[config.mk]
export PLATFORM = sky130hd
export DESIGN_NAME = dmem_arbiter
export DESIGN_NICKNAME = d
export VERILOG_FILES = /design/src/rtl/dmem_arbiter.sv
export SDC_FILE = /design/constraint.sdc
export NUM_CORES = 1
export LEC_CHECK = 0
export ABC_CLOCK_PERIOD_IN_PS = 3900
export BUFFER_PORTS_ARGS = -buffer_cell sky130_fd_sc_hd__buf_2
export CORE_MARGIN = 2
export CORE_UTILIZATION = 40
export CTS_BUF_LIST = sky130_fd_sc_hd__clkbuf_4 sky130_fd_sc_hd__clkbuf_8
export DETAILED_ROUTE_END_ITERATION = 6
export GPL_TIMING_DRIVEN = 0
export HOLD_SLACK_MARGIN = 0.15
export PLACE_DENSITY = 0.71
export REMOVE_ABC_BUFFERS = 1
export SLEW_MARGIN = 20
export SYNTH_ARGS = -nofsm -noshare
export SYNTH_HDL_FRONTEND = slang
export SYNTH_SLANG_ARGS = --single-unit
export TNS_END_PERCENT = 10
[constraint.sdc]
create_clock -name clk -period 3.9 [get_ports clk]
set_clock_uncertainty 0.05 [all_clocks]
set_input_delay 0.195 -clock clk [delete_from_list [all_inputs] [get_ports clk]]
set_output_delay 0.195 -clock clk [all_outputs]
set_load 0.02 [all_outputs]
[src/rtl/dmem_arbiter.sv]
// dmem_arbiter
// Two-port arbiter and sequencer in front of the single-ported data memory.
// Port 0 is the core load/store unit and port 1 is the debug/DMA requester.
// Only one transaction is in flight at a time. Port 0 has fixed priority, and
// a starvation counter forces port 1 through after STARVE_MAX contested
// port-0 grants.
//
// Ports:
//   clk, rst          clock, synchronous active-high reset
//   pN_req_i          request; req/we/addr/wdata held stable until pN_gnt_o
//   pN_we_i           1 = write, 0 = read
//   pN_addr_i         request address (passed through unmodified)
//   pN_wdata_i        write data
//   pN_gnt_o          combinational grant, only asserted in IDLE
//   pN_rvalid_o       one-cycle read-data valid pulse
//   pN_rdata_o        read data, valid with pN_rvalid_o
//   mem_addr_o        dmem address
//   mem_wdata_o       dmem write data
//   mem_write_o       dmem write strobe
//   mem_read_o        dmem read strobe
//   mem_rdata_i       dmem read data, READ_LAT cycles after a sampled read
//   busy_o            high in every state except IDLE
module dmem_arbiter #(
  parameter int AW         = 16,
  parameter int DW         = 16,
  parameter int READ_LAT   = 1,
  parameter int STARVE_MAX = 4
) (
  input  logic          clk,
  input  logic          rst,
  input  logic          p0_req_i,
  input  logic          p0_we_i,
  input  logic [AW-1:0] p0_addr_i,
  input  logic [DW-1:0] p0_wdata_i,
  output logic          p0_gnt_o,
  output logic          p0_rvalid_o,
  output logic [DW-1:0] p0_rdata_o,
  input  logic          p1_req_i,
  input  logic          p1_we_i,
  input  logic [AW-1:0] p1_addr_i,
  input  logic [DW-1:0] p1_wdata_i,
  output logic          p1_gnt_o,
  output logic          p1_rvalid_o,
  output logic [DW-1:0] p1_rdata_o,
  output logic [AW-1:0] mem_addr_o,
  output logic [DW-1:0] mem_wdata_o,
  output logic          mem_write_o,
  output logic          mem_read_o,
  input  logic [DW-1:0] mem_rdata_i,
  output logic          busy_o
);

  localparam int WCW = $clog2(READ_LAT + 1);
  localparam int SCW = $clog2(STARVE_MAX + 1);

  typedef enum logic [1:0] {
    IDLE,
    ISSUE,
    WAIT,
    RESP
  } state_t;

  state_t           state;
  state_t           state_nxt;
  logic [WCW-1:0]   wait_cnt;
  logic [SCW-1:0]   starve_cnt;
  logic             owner;
  logic             starved;

  assign starved = (starve_cnt == SCW'(STARVE_MAX));
  assign busy_o  = (state != IDLE);

  always_ff @(posedge clk) begin
    if (rst) begin
      state <= IDLE;
    end else begin
      state <= state_nxt;
    end
  end

  // Grants only exist in IDLE. In ISSUE the registered write strobe still
  // holds the latched we bit, so it selects between finishing a write and
  // waiting out the read latency.
  always_comb begin
    state_nxt = state;
    p0_gnt_o  = 1'b0;
    p1_gnt_o  = 1'b0;
    case (state)
      IDLE: begin
        if (!rst) begin
          if (p0_req_i && !(p1_req_i && starved)) begin
            p0_gnt_o = 1'b1;
          end else if (p1_req_i) begin
            p1_gnt_o = 1'b1;
          end
        end
        if (p0_gnt_o || p1_gnt_o) begin
          state_nxt = ISSUE;
        end
      end
      ISSUE: begin
        state_nxt = mem_write_o ? IDLE : WAIT;
      end
      WAIT: begin
        if (wait_cnt == WCW'(1)) begin
          state_nxt = RESP;
        end
      end
      RESP: begin
        state_nxt = IDLE;
      end
      default: begin
        state_nxt = IDLE;
      end
    endcase
  end

  // The memory strobes and the rvalid pulses default low on every edge, so
  // each one is high for exactly the single cycle it is loaded. mem_addr_o and
  // mem_wdata_o double as the latched request and hold until the next grant.
  always_ff @(posedge clk) begin
    if (rst) begin
      mem_addr_o  <= '0;
      mem_wdata_o <= '0;
      mem_write_o <= 1'b0;
      mem_read_o  <= 1'b0;
      p0_rvalid_o <= 1'b0;
      p1_rvalid_o <= 1'b0;
      p0_rdata_o  <= '0;
      p1_rdata_o  <= '0;
      owner       <= 1'b0;
      wait_cnt    <= '0;
      starve_cnt  <= '0;
    end else begin
      mem_write_o <= 1'b0;
      mem_read_o  <= 1'b0;
      p0_rvalid_o <= 1'b0;
      p1_rvalid_o <= 1'b0;

      if (!p1_req_i || p1_gnt_o) begin
        starve_cnt <= '0;
      end else if (p0_gnt_o && !starved) begin
        starve_cnt <= starve_cnt + 1'b1;
      end

      case (state)
        IDLE: begin
          if (p0_gnt_o || p1_gnt_o) begin
            owner       <= p1_gnt_o;
            mem_addr_o  <= p1_gnt_o ? p1_addr_i  : p0_addr_i;
            mem_wdata_o <= p1_gnt_o ? p1_wdata_i : p0_wdata_i;
            mem_write_o <= p1_gnt_o ? p1_we_i    : p0_we_i;
            mem_read_o  <= p1_gnt_o ? !p1_we_i   : !p0_we_i;
          end
        end
        ISSUE: begin
          wait_cnt <= WCW'(READ_LAT);
        end
        WAIT: begin
          if (wait_cnt == WCW'(1)) begin
            if (owner) begin
              p1_rdata_o  <= mem_rdata_i;
              p1_rvalid_o <= 1'b1;
            end else begin
              p0_rdata_o  <= mem_rdata_i;
              p0_rvalid_o <= 1'b1;
            end
          end else begin
            wait_cnt <= wait_cnt - 1'b1;
          end
        end
        default: begin
        end
      endcase
    end
  end

endmodule

## After elaboration in Yosys (flattened, before gate mapping)

Index checks and enable logic that the tools add are counted.

| storage, ports and cells | value |
|---|---|
| memory bits (read-only) | 0 |
| word-level logic and storage cells | 67 |
| latch bits | 0 |
| memories kept | 0 |
| output and inout bits | 71 |
| input bits | 86 |
| bits in registers | 75 |
| RAM bits | 0 |

| operators by class | value |
|---|---|
| equal/unequal tests | 6 |
| bitwise logic cells | 5 |
| add/sub/neg operators | 2 |
| $mul | 0 |
| div/mod/pow operators | 0 |
| order comparisons | 0 |
| multiplexer cells | 21 |
| shifts and indexed selects | 0 |
| reductions and logical operators | 21 |

Operator list:

| cell | number |
|---|---|
| $mux W16 | 2 |
| $mux W1 | 14 |
| $pmux W2 S4 | 1 |
| $mux W2 | 3 |
| $reduce_and A3 Y1 | 2 |
| $reduce_or A3 Y1 | 2 |
| $logic_not A1 Y1 | 5 |
| $not A1 Y1 | 5 |
| $eq A2 B2 Y1 const B | 2 |
| $ne A2 B2 Y1 const B | 2 |
| $reduce_and A2 Y1 | 2 |
| $reduce_bool A2 Y1 | 2 |
| $add A3 B1 Y3 const B | 1 |
| $eq A3 B3 Y1 const B | 1 |
| $logic_and A1 B1 Y1 | 3 |
| $logic_or A1 B1 Y1 | 3 |
| $eq A2 B1 Y1 const B | 1 |
| $logic_not A2 Y1 | 1 |
| $pmux W1 S2 | 1 |
| $reduce_or A2 Y1 | 1 |
| $sub A1 B1 Y1 const B | 1 |

## Logic depth before layout (Yosys ltp)

| logic depth | value |
|---|---|
| depth in word-level cells | 11 |
| gate-level depth with buffers | 8 |
| depth with buffers taken out | 6 |

## Worst setup path before layout

Ideal clock, no wire load.

| timing | value |
|---|---|
| path kind | reg-to-reg |
| start | register starve_cnt[0] |
| end | register owner |
| stages on the path, launching flop included | 9 |
| buffers on the path | 2 |
| slack | 2.137 ns |
| data arrival time | 1.598 ns |
| cells stage by stage | dfxtp_1 -> inv_1 -> ha_1 -> a21boi_4 -> or2_0 -> buf_2 -> buf_6 -> inv_1 -> a31o_1 |

| between the ends | value |
|---|---|
| word-level cells in the longest chain between the ends | 10 |

Ends and longest elaborated chain:

| what | line | source |
|---|---|---|
| start: declaration | 66 | `logic [SCW-1:0] starve_cnt;` |
| start signal: assignment | 143 | `starve_cnt <= starve_cnt + 1'b1;` |
| $eq A3 B3 Y1 * | 70 | `assign starved = (starve_cnt == SCW'(STARVE_MAX));` |
| $logic_and A1 B1 Y1 * | 91 | `if (p0_req_i && !(p1_req_i && starved)) begin` |
| $logic_not A1 Y1 * | 91 |  |
| $logic_and A1 B1 Y1 * | 91 |  |
| $mux W1 * | 91 |  |
| $mux W1 * | 90 | `if (!rst) begin` |
| $mux W1 * (2 in a row) | 88 | `case (state)` |
| named net p1_gnt_o | 42 | `output logic p1_gnt_o,` |
| $logic_or A1 B1 Y1 | 148 | `if (p0_gnt_o \|\| p1_gnt_o) begin` |
| $reduce_and A2 Y1 (no line) | - |  |
| end signal: assignment | 149 | `owner <= p1_gnt_o;` |
| end: declaration | 67 | `logic owner;` |

The timed path passes the listed nets; every way through them passes the cells marked *. The select of a mux whose other input is x is not followed.
A chain may end at the register's enable or synchronous reset.

## Final worst setup path

| timing | value |
|---|---|
| start | register starve_cnt[0] |
| end | output p1_gnt_o |

| between the ends | value |
|---|---|
| word-level cells in the longest chain between the ends | 8 |

Ends and longest elaborated chain:

| what | line |
|---|---|
| $eq A3 B3 Y1 | 70 |
| $logic_and A1 B1 Y1 | 91 |
| $logic_not A1 Y1 | 91 |
| $logic_and A1 B1 Y1 | 91 |
| $mux W1 | 91 |
| $mux W1 | 90 |
| $mux W1 (2 in a row) | 88 |
| end: declaration | 42 |

No other way between the ends. The select of a mux whose other input is x is not followed.

==> metrics.md <==
| Metric | Value |
|---|---|
| Run status | `finished, final reports clean` |
| Layout cell share with drive strength beyond 1 | `0.391` |
| Final Max Tran Viols | `0` |
| Distinct cells, synth | `36` |
| TritonCTS clock tree | `built` |
| Most common cell after layout, fill and taps aside | `buf_2` |
| Post-CTS sizing | `0` |
| Max stage delay on crit path | `0.81 ns` |
| Tcrit/Tclk final | `0.794` |
| P&R area growth vs syn | `35.6%` |
| Chip Height | `96.6 um` |
| Critical Path Slowest Stage Cell | `a21boi_4` |
| CTS buffer count | `9` |
| PortBufs | `156` |
| Overflow after GRT | `0` |
| Post-synth EDFFs | `0` |
| Antenna-violating nets left | `0` |
| # diodes | `0` |
| Iteration-0 DRC Markers | `between 100 and 150` |
| #FFs+latches synth | `75` |
| DR pass1 iterations | `4` |
| Non-filler instance count after layout | `652` |
| Placer Congestion | `0.736` |
| CP Class | `reg -> out` |
| Area contributors post-synth | `dfxtp_1 44%, a2111oi_2 13%, a21oi_1 9.9%, nor3_1 9.5%, nand2_1 7.2%` |
| Clock Sinks | `75` |
| Routed wire per std cell | `16.0 um` |
| Post-synth top area share | `0.438` |
| Clock Path Buffers | `2` |
| Worst EP required | `3.65 ns` |
| Nature of the critical path startpoint | `register` |
| Filler cell count | `776` |
| Root buffer cell | `clkbuf_8` |
| GR Util All Layers | `0.220` |
| Compound-Gate Fraction of Synth Area | `0.263` |
| Worst-Margin Slew | `about 1.0 ns` |
| First-pass GRT wire length | `16.1 mm` |
| DP HPWL | `6.81 mm` |
| Reg clk slew, reported paths | `approximately 0.09 ns` |
| Worst path cell trace | `inv_1 -> ha_1 -> a21boi_4 -> or2_2 -> inv_1 -> buf_2` |
| Worst-Skew Late Latency | `0.34 ns` |
| Crit path top cell by count | `inv_1` |
| Final Util | `0.563` |
| PD cells | `410 mW/mm^2` |
| MaxCap Viol Count | `0` |
| Ys flop type | `dfxtp_1` |
| Hold WS | `0.184 ns` |
| Tmin final | `slightly above 3 ns` |
| Syn avg cell area | `8.75 sq um` |
| Synth Warn # | `0` |
| Vias in the first global route | `3372` |
| Most frequent cells in the layout | `155 x buf_2, 75 x dfxtp_1, 68 x a21oi_1` |
| Maximum number of pins on one net before global-route repair | `42` |
| Post-synthesis xor/xnor area fraction | `0` |
| Critical path data arrival time | `roughly 2.9 ns` |
| Unrepaired setup endpoints after global routing | `false` |
| Synth Area in Adders | `0.0219` |
| Ports | `157` |
| Initial antenna violation count | `0` |
| Lkg Pwr | `1.93 nW` |
| Fmax | `323 MHz` |
| Die Wd | `96.6 um` |
| Share of synthesized registers carrying an async set or reset | `0` |
| DRC Markers | `0` |
| CP max FO | `36` |
| Seq/Total Area, Yosys | `0.438` |
| Worst vdd ir | `0.210 mV` |
| Synthesized area | `0.00343 sq mm` |
| Site Rows | `33` |
| Core area | `0.00826 sq mm` |
| Crit. End Element | `output pin` |
| Hold WC Path Type | `in -> reg` |
| Total length of routed wires | `10.4 mm` |
| # nets final | `634` |
| Final setup vio count | `0` |
| Vias/cell | `5.46` |
| Placed insts | `619` |
| Synth Area in Simple Gates | `0.215` |
| Main combinational cell family by area after synthesis | `compound AO/OA/AOI/OAI gates` |
| Htree depth | `3` |
| Dominant cell type by area after synthesis | `dfxtp_1` |
| Die area | `0.00933 sq mm` |
| Mux contribution to synthesized area | `0` |
| Cell count after synthesis | `392` |
| Via count | `~3600` |
| Starting density of the core | `0.415` |
| Slew HR | `0.310` |
| Final hold vios | `0` |
where the power goes:
part | internal, W | switching [W]
clock network | 0.000320 | 0.000317
logic | 0.000175 | 0.000258
registers | 0.000813 | 0.0000254
cells in the mapped netlist, types with 2 or more instances:
cell type / n
nand3b_1: 2
nor3_1: 65
clkbuf_1: 23
a211oi_1: 2
buf_2: 10
nor3b_1: 2
nor2b_1: 2
a2111oi_2: 29
ha_1: 6
nand2_1: 66
a2111oi_1: 3
dfxtp_1: 75
nor2_1: 4
a21oi_1: 68
or3b_2: 2
o21ai_0: 3
and3b_1: 2
buf_6: 4
inv_1: 7
repair_timing:
| action | CTS | global route |
|---|---|---|
| hold buffers | 17 | 0 |
| endpoints found under the hold margin | 33 | 0 |
| buffers inserted | 0 | 0 |
cell type report:
type | instances | area (sq um) | share of cell area
multi-input combinational | 272 | 1730 | 0.373
sequential | 75 | 1500 | 0.323
timing repair buffer | 177 | 1050 | 0.226
clock buffer | 10 | 138 | 0.0296
tap | 105 | 131 | 0.0282
clock inverter | 6 | 71.3 | 0.0153
inverter | 7 | 26.3 | 0.00565
flip-flops by register name, summed over array words and instances, names as in the netlist, 3 cells and up, named ones only:
register     count
starve_cnt       3
p1_rdata_o      16
p0_rdata_o      16
mem_wdata_o     16
mem_addr_o      16
per-stage QoR:
stage / area (sq um) / setup slack [ns] / TNS [ns] / power, W
floorplan: 3240 / 0.0437 / 0 / 0.00110
global placement: 4160 / -1.29 / -36.56 / 0.00125
detailed placement: 4270 / 1.13 / 0 / 0.00128
CTS: 4650 / 0.783 / 0 / 0.00192
global route: 4650 / 0.594 / 0 / 0.00200
finish: 4650 / 0.804 / 0 / 0.00191
worst max-delay path: cells and delay by family (launching register included):
kind                       cells  cell delay [ns]
AOI/OAI and AO/OA              1             0.81
adders and majority gates      1             0.25
and+or+nand+nor                1             0.68
DFF                            1             0.37
buffers and inverters          3             0.37
per-layer routing:
metal	track usage	part of all wire	wire length (um)
met3	0.0357	0.047	492
met4	0.109	0.030	318
met5	0	0	0
met2	0.351	0.48	4990
met1	0.289	0.44	4630
worst paths after layout:
| check | from | end | slack (ns) | depth (start not counted) |
|---|---|---|---|---|
| worst min register to register | mem_write_o$_SDFF_PP0_ | register | 0.40 | 1 |
| worst max register to register | state[0]$_SDFFE_PP0P_ | mem_wdata_o[2]$_SDFFE_PP0P_ | 1.13 | 6 |
| worst min-delay path | p1_wdata_i[1] | mem_wdata_o[1]$_SDFFE_PP0P_ | 0.18 | 3 |
| worst max-delay path | starve_cnt[0]$_SDFFE_PP0P_ | p1_gnt_o | 0.80 | 6 |
kinds of logic (layout without fill, tap and decap cells):
kind of cell | count (synthesis) | in the layout
simple gates | 154 | 154
compound gates | 112 | 112
flops | 75 | 75
buf+inv | 45 | 200
fa+ha+maj | 6 | 6
No activity file was read; power rests on OpenSTA's default activity.
